$ cat src/rtl/mod_n_down_counter_if.sv
// Control/status bundle for mod_n_down_counter: load/run command in, count pair and status out.
interface mod_n_down_counter_if #(
    parameter int unsigned WIDTH = 3
);
    logic             enable;
    logic             start;
    logic [WIDTH-1:0] load_value;
    logic [WIDTH-1:0] count;
    logic [WIDTH-1:0] count_bar;
    logic             busy;
    logic             done;

    modport master (
        output enable, start, load_value,
        input  count, count_bar, busy, done
    );

    modport slave (
        input  enable, start, load_value,
        output count, count_bar, busy, done
    );
endinterface

$ cat src/rtl/mod_n_down_counter.sv
// Modulo-N down-counter/timer: start loads a clamped value, enable decrements, done pulses at zero.
// Optional MOD_N_DOWN_COUNTER_AUTO_RELOAD_EN: start held in DONE reloads the stored value.
module mod_n_down_counter #(
    parameter int unsigned N     = 5,
    parameter int unsigned WIDTH = 3
) (
    input  logic                  clock,
    input  logic                  reset,
    mod_n_down_counter_if.slave   bus
);

    typedef enum logic [1:0] {StIdle, StRun, StDone} state_e;

    localparam logic [WIDTH-1:0] MaxVal = WIDTH'(N - 1);
    localparam logic [WIDTH-1:0] One    = WIDTH'(1);

    state_e           state_q, state_d;
    logic [WIDTH-1:0] count_q, count_d;
    logic [WIDTH-1:0] count_bar_q;
    logic             busy_q, done_q;
    logic [WIDTH-1:0] load_clamped;

`ifdef MOD_N_DOWN_COUNTER_AUTO_RELOAD_EN
    logic [WIDTH-1:0] reload_q, reload_d;
`endif

    assign load_clamped = (bus.load_value > MaxVal) ? MaxVal : bus.load_value;

    always_comb begin
        state_d = state_q;
        count_d = count_q;
`ifdef MOD_N_DOWN_COUNTER_AUTO_RELOAD_EN
        reload_d = reload_q;
`endif
        unique case (state_q)
            StIdle: begin
                if (bus.start) begin
                    count_d = load_clamped;
`ifdef MOD_N_DOWN_COUNTER_AUTO_RELOAD_EN
                    reload_d = load_clamped;
`endif
                    state_d = (load_clamped != '0) ? StRun : StDone;
                end
            end
            StRun: begin
                if (bus.enable) begin
                    // Count of 0 in RUN is unreachable; treat it like 1 so we never wrap.
                    if (count_q > One) begin
                        count_d = count_q - One;
                    end else begin
                        count_d = '0;
                        state_d = StDone;
                    end
                end
            end
            StDone: begin
                count_d = '0;
                state_d = StIdle;
`ifdef MOD_N_DOWN_COUNTER_AUTO_RELOAD_EN
                if (bus.start) begin
                    count_d = reload_q;
                    state_d = (reload_q != '0) ? StRun : StDone;
                end
`endif
            end
            default: begin
                count_d = '0;
                state_d = StIdle;
            end
        endcase
    end

    // Status flags and the complement are registered from next-state so they align with count.
    always_ff @(posedge clock) begin
        if (!reset) begin
            state_q     <= StIdle;
            count_q     <= '0;
            count_bar_q <= '1;
            busy_q      <= 1'b0;
            done_q      <= 1'b0;
`ifdef MOD_N_DOWN_COUNTER_AUTO_RELOAD_EN
            reload_q    <= '0;
`endif
        end else begin
            state_q     <= state_d;
            count_q     <= count_d;
            count_bar_q <= ~count_d;
            busy_q      <= (state_d == StRun);
            done_q      <= (state_d == StDone);
`ifdef MOD_N_DOWN_COUNTER_AUTO_RELOAD_EN
            reload_q    <= reload_d;
`endif
        end
    end

    assign bus.count     = count_q;
    assign bus.count_bar = count_bar_q;
    assign bus.busy      = busy_q;
    assign bus.done      = done_q;

endmodule

$ cat src/flat_wrapper.sv
// flat-port wrapper written by rule: the top's interface ports become plain ports
module mod_n_down_counter_flat 
#(
    parameter int unsigned N     = 5,
    parameter int unsigned WIDTH = 3
)
  (clock, reset, bus_enable, bus_start, bus_load_value, bus_count, bus_count_bar, bus_busy, bus_done);
  mod_n_down_counter_if #(.WIDTH(WIDTH)) bus_i ();
  input  logic clock;
  input  logic reset;
  input wire logic [$bits(bus_i.enable)-1:0] bus_enable;
  input wire logic [$bits(bus_i.start)-1:0] bus_start;
  input wire logic [$bits(bus_i.load_value)-1:0] bus_load_value;
  output wire logic [$bits(bus_i.count)-1:0] bus_count;
  output wire logic [$bits(bus_i.count_bar)-1:0] bus_count_bar;
  output wire logic [$bits(bus_i.busy)-1:0] bus_busy;
  output wire logic [$bits(bus_i.done)-1:0] bus_done;
  assign bus_i.enable = bus_enable;
  assign bus_i.start = bus_start;
  assign bus_i.load_value = bus_load_value;
  assign bus_count = bus_i.count;
  assign bus_count_bar = bus_i.count_bar;
  assign bus_busy = bus_i.busy;
  assign bus_done = bus_i.done;
  mod_n_down_counter #(.N(N), .WIDTH(WIDTH)) u_core (.clock(clock), .reset(reset), .bus(bus_i));
endmodule
$ cat config.mk
export PLATFORM = sky130hd
export DESIGN_NAME = mod_n_down_counter_flat
export DESIGN_NICKNAME = d
export VERILOG_FILES = /design/src/rtl/mod_n_down_counter_if.sv /design/src/rtl/mod_n_down_counter.sv /design/src/flat_wrapper.sv
export SDC_FILE = /design/constraint.sdc
export NUM_CORES = 1
export LEC_CHECK = 0
export CAP_MARGIN = 5
export CORE_AREA = 3 3 40 42
export CTS_CLUSTER_DIAMETER = 80
export DETAILED_ROUTE_END_ITERATION = 6
export DIE_AREA = 0 0 43 45
export HOLD_SLACK_MARGIN = 0.15
export PLACE_DENSITY = 0.68
export SYNTH_ARGS = -nofsm -noshare
export SYNTH_HDL_FRONTEND = slang
export SYNTH_SLANG_ARGS = --single-unit
$ cat constraint.sdc
create_clock -name clock -period 1.68 [get_ports clock]
set_input_delay 0.504 -clock clock [delete_from_list [all_inputs] [get_ports clock]]
set_output_delay 0.504 -clock clock [all_outputs]
set_load 0.05 [all_outputs]
# Word level (Yosys, flattened, before mapping)
# Index checks and enable logic that the tools add are counted.
[totals]
regBits = 10
latchBits = 0
ramBits = 0
rom_bits = 0
in_bits = 7
out_inout_bits = 8
word_cells = 24
mem_count = 0
[op_classes]
addsub = 1
multipliers = 0
div = 0
n_lt_le_gt_ge = 2
eq_ne = 3
n_shift = 0
n_mux = 10
n_bitwise = 1
reduce_logical = 2
[ops]
columns = ["cell", "count"]
rows = [
  ["2-to-1 mux 3 bit", 4],
  ["2-to-1 mux 2 bit", 4],
  ["case mux 3 bit (2 select lines)", 1],
  ["equality test 2 x 1 -> 1 bit (second input constant)", 2],
  ["case mux 2 bit (2 select lines)", 1],
  ["greater-than comparator 3 x 1 -> 1 bit (second input constant)", 1],
  ["greater-than comparator 3 bit (second input constant)", 1],
  ["inverter 3 bit", 1],
  ["nonzero test 3 bit", 1],
  ["subtractor 3 x 1 -> 3 bit (second input constant)", 1],
  ["equality test 2 bit (second input constant)", 1],
  ["zero test 2 bit", 1],
]

# Longest topological paths before layout
[depth]
depth_word = 7
mapped_depth = 5
mapped_depth_nobuf = 5

# Least setup slack after synthesis
# OpenSTA, ideal clock, no wires.
[synth_path]
kind = "register to register"
startpoint = "register u_core.count_q[1] (netlist: u_core.bus.count[1])"
endpoint = "register u_core.count_bar_q[2] (netlist: u_core.bus.count_bar[2])"
setup_ns = 0.114
t_arrival_ns = 1.536
path_slack_ns = 0.030
path_stages_with_launch = 6
path_buffers = 0
synth_period_minus_slack_ns = 1.650
path_cell_list = "dfxtp_1 > inv_1 > ha_1 > o21ba_1 > o221ai_1 > a21o_1"
[synth_between]
elab_chain_len = 5
word_cells_on_any_way = 6
[synth_lines]
columns = ["element", "line", "source"]
rows = [
  ["start, declared", "mod_n_down_counter.sv:18", "logic [WIDTH-1:0] count_q, count_d;"],
  ["start signal, assigned", "mod_n_down_counter.sv:86", "count_q <= count_d;"],
  ["subtractor 3 x 1 -> 3 bit or greater-than comparator 3 x 1 -> 1 bit (tied branches)", "mod_n_down_counter.sv:49, mod_n_down_counter.sv:48", ""],
  ["2-to-1 mux 3 bit (*)", "mod_n_down_counter.sv:48", "if (count_q > One) begin"],
  ["2-to-1 mux 3 bit (*)", "mod_n_down_counter.sv:46", "if (bus.enable) begin"],
  ["case mux 3 bit (2 select lines) (*)", "mod_n_down_counter.sv:35", "unique case (state_q)"],
  ["inverter 3 bit (*)", "mod_n_down_counter.sv:87", "count_bar_q <= ~count_d;"],
  ["end signal, assigned", "mod_n_down_counter.sv:87", ""],
  ["end, declared", "mod_n_down_counter.sv:19", "logic [WIDTH-1:0] count_bar_q;"],
]
# Mark *: on every way between the ends. The rest lies on a longest branch, timed or not.
# A chain may end at the register's enable or synchronous reset.

# Worst setup path after layout
[layout_path]
startpoint = "input port bus_enable"
endpoint = "register u_core.count_q[1] (netlist: u_core.bus.count[1])"
[layout_between]
elab_chain_len = 2
[layout_lines]
columns = ["element", "line", "source"]
rows = [
  ["start, declared", "flat_wrapper.sv:11", "input wire logic [$bits(bus_i.enable)-1:0] bus_enable;"],
  ["2-to-1 mux 3 bit", "mod_n_down_counter.sv:46", ""],
  ["case mux 3 bit (2 select lines)", "mod_n_down_counter.sv:35", ""],
]
# Every way passes these cells.

==> flow_summary.toml <==
[run_status]
status = "finished, final reports clean"

[global_routing]
grt.total_usage = 0.135
grt_max_degree = 9
grt_antenna_before_repair = 0
grt_pass1_vias = 406
grt_pass1_wl_um = 1870
overflow = 0

[finish]
drive_gt1_frac = 0.239
num-nets-final = 81
fin_cells = 86
final_util = 0.602
synthToLayoutAreaGrowth_pct = 61.4
antenna_cells = 0

[routing]
drc = 0
wirelength_um = 1040
dr_total_vias = 444
post_drt_wl_per_cell_um = 12.1
drt-initial-drc-count = 8
avgViaCountPerCell = 5.16
final_antenna_net_count = 0
first_pass_iters = 4

[clocking]
cts_buffers = 3
cts_tree = "done"
htree_levels = 1
cts_buffer_depth = 2
insertion_delay_ns = 0.27
cts.hold.buffers_added = 0
root_buffer = "clkbuf_4"
post_cts_buffers = 0
cts_resized = 0
path_clk_slew_ns = 0.07
cts.sinks = 10

[setup_path]
reg2regPathDepth = 5
cp.required_ns = 1.85
r2r_start = "u_core.bus.count[1]"
crit_buf_inv = 1
crit_family = "buffers and inverters"
critical_path.endpoint_type = "flip-flop"
rrSetupSlack_ns = 0.36
cp-start-kind = "input pin"
max_stage_delay_ns = 0.55
worstPathCellList = "clkdlybuf4s50_1 > nand2b_1 > o221a_1 > o21a_1"
path_max_fanout = 6
critPathKind = "in -> reg"
cp_slowest_cell = "clkdlybuf4s50_1"
crit_arrival_ns = 1.67
reg2reg_to = "u_core.bus.count_bar[2]"

[min_path]
hold_depth = 2
min-delay-start = "u_core.state_q[1]"
hp-class = "reg -> reg"
hold-path-endpoint = "u_core.bus.count_bar[1]"

[synthesis]
syn_nets = 60
synth_cell_type_count = 26
yosys_register_bits = 10
syn_area_sq_um = 479
syn_inst = 51
ys_warn_count = 0
postSynthAreaPerCell_sq_um = 9.40
ys_seq_area_frac = 0.418

[timing]
skew_ns = 0.00422
min_period_ns = 1.50
finalSetupViolCount = 0
worstMarginPinSlew_ns = 0.312
finalHoldViolations = 0
max_freq_mhz = 667
rsz0062_at_grt = "no"
maxSlewViolCount = 0
slew_headroom = 0.792
period_share = 0.893
timing.final.ws_setup_ns = 0.180

[place]
place_ws_ns = -0.107
gp_congestion = 0.829
dp_hpwl_um = 811
io_buffers = 14
dp_cells = 82

[pwr]
vdd_drop_max_v = 0.000396
power.total_uw = 704
p_leak_uw = 0.000323
pwr_density_cell_nw_per_um2 = 910

[job]
maxCapViolCount = 0

[floorplanning]
core.rowCount = 13
ios = 15
start_util = 0.373
die_h_um = 45
core_region_area_sq_um = 1280
dieArea_sq_um = 1940
die-width_um = 43
==> flip-flops by register name, indices dropped and copies added (netlist names) <==
name                  cells
u_core.state_q            2
u_core.bus.busy           1
u_core.bus.count          3
u_core.bus.done           1
u_core.bus.count_bar      3
==> cell families (layout without fill, tap and decap cells) <==
kind of cell,after synthesis,after routing,share of synthesized area
buffers and inverters,4,24,0.0313
flip-flops,10,10,0.418
multiplexers,1,1,0.0235
XOR/XNOR,1,1,0.0183
AO/OA/AOI/OAI,17,17,0.245
adder cells (fa/ha/maj),2,2,0.0522
AND/OR/NAND/NOR,16,16,0.211
==> how the worst max path moves through the flow <==
stage | cells after the start | start | to
floorplan | 5 | u_core.bus.count[1] | u_core.bus.count_bar[2]
finish | 4 | bus_enable | u_core.bus.count[1]
global placement | 4 | bus_enable | u_core.bus.count[1]
detailed placement | 4 | bus_enable | u_core.bus.count[1]
CTS | 4 | bus_enable | u_core.bus.count[1]
global route | 4 | bus_enable | u_core.bus.count[1]
==> placed cells by master (no fill, tap or decap), drive strengths merged, types with 2 or more instances in the layout <==
cell / Yosys / layout
buf: 1 / 11
a21o: 2 / 2
clkbuf: 0 / 4
and3b: 2 / 2
inv: 3 / 3
dfxtp: 10 / 10
clkdlybuf4s50: 0 / 6
nor2: 2 / 2
nand2b: 4 / 4
a21oi: 5 / 5
nor2b: 3 / 3
o21ai: 3 / 3
ha: 2 / 2
==> routing by layer <==
layer  GRT usage  share of wire
met1       0.161           0.46
met2       0.204           0.44
met3      0.0598          0.074
met4      0.0723          0.022
met5           0              0
==> metrics by stage <==
| stage | hold WS, ns | TNS, ns | area [sq um] |
|---|---|---|---|
| global route | 0.576 | 0 | 773 |
| CTS | 0.485 | 0 | 773 |
| global placement | 0.456 | -0.128 | 737 |
| finish | 0.472 | 0 | 773 |
| detailed placement | 0.467 | -0.280 | 737 |
| floorplan | 0.430 | 0 | 479 |
==> cells in the mapped netlist (all sizes together) <==
library cell  number  area [sq um]
a21boi             1          7.51
a21o               2          15.0
a21oi              5          25.0
and2b              1          10.0
and3b              2          17.5
buf                1          3.75
dfxtp             10           200
ha                 2          25.0
inv                3          11.3
mux2               1          11.3
nand2              1          3.75
nand2b             4          25.0
nand3              1          5.00
nand3b             1          7.51
nor2               2          7.51
nor2b              3          18.8
o211ai             1          7.51
o21a               1          7.51
o21ai              3          15.0
o21ba              1          10.0
o221a              1          11.3
o221ai             1          8.76
o32a               1          10.0
or3                1          6.26
xor2               1          8.76
==> worst reg2reg max path, stage by stage (launching register included) <==
cell and delay (ns):
dfxtp_1 0.34, inv_1 0.06, ha_1 0.17, o21ba_1 0.30, o221ai_1 0.16, a21o_1 0.19
==> cell type report <==
| cell class | count | area (sq um) |
|---|---|---|
| multi-input cells | 37 | 264 |
| well taps | 15 | 18.8 |
| clock buffers | 4 | 36.3 |
| fillers | 104 | 512 |
| flip-flops and latches | 10 | 200 |
| repair buffers | 17 | 243 |
| inverters | 3 | 11.3 |
==> power breakdown <==
part / total (uW) / internal (uW) / leakage, uW / switching, uW
registers: 273 / 255 / 0.0000821 / 17.9
logic: 209 / 105 / 0.000220 / 104
clock network: 221 / 132 / 0.0000210 / 89.8
No activity file was read; power rests on OpenSTA's default activity.
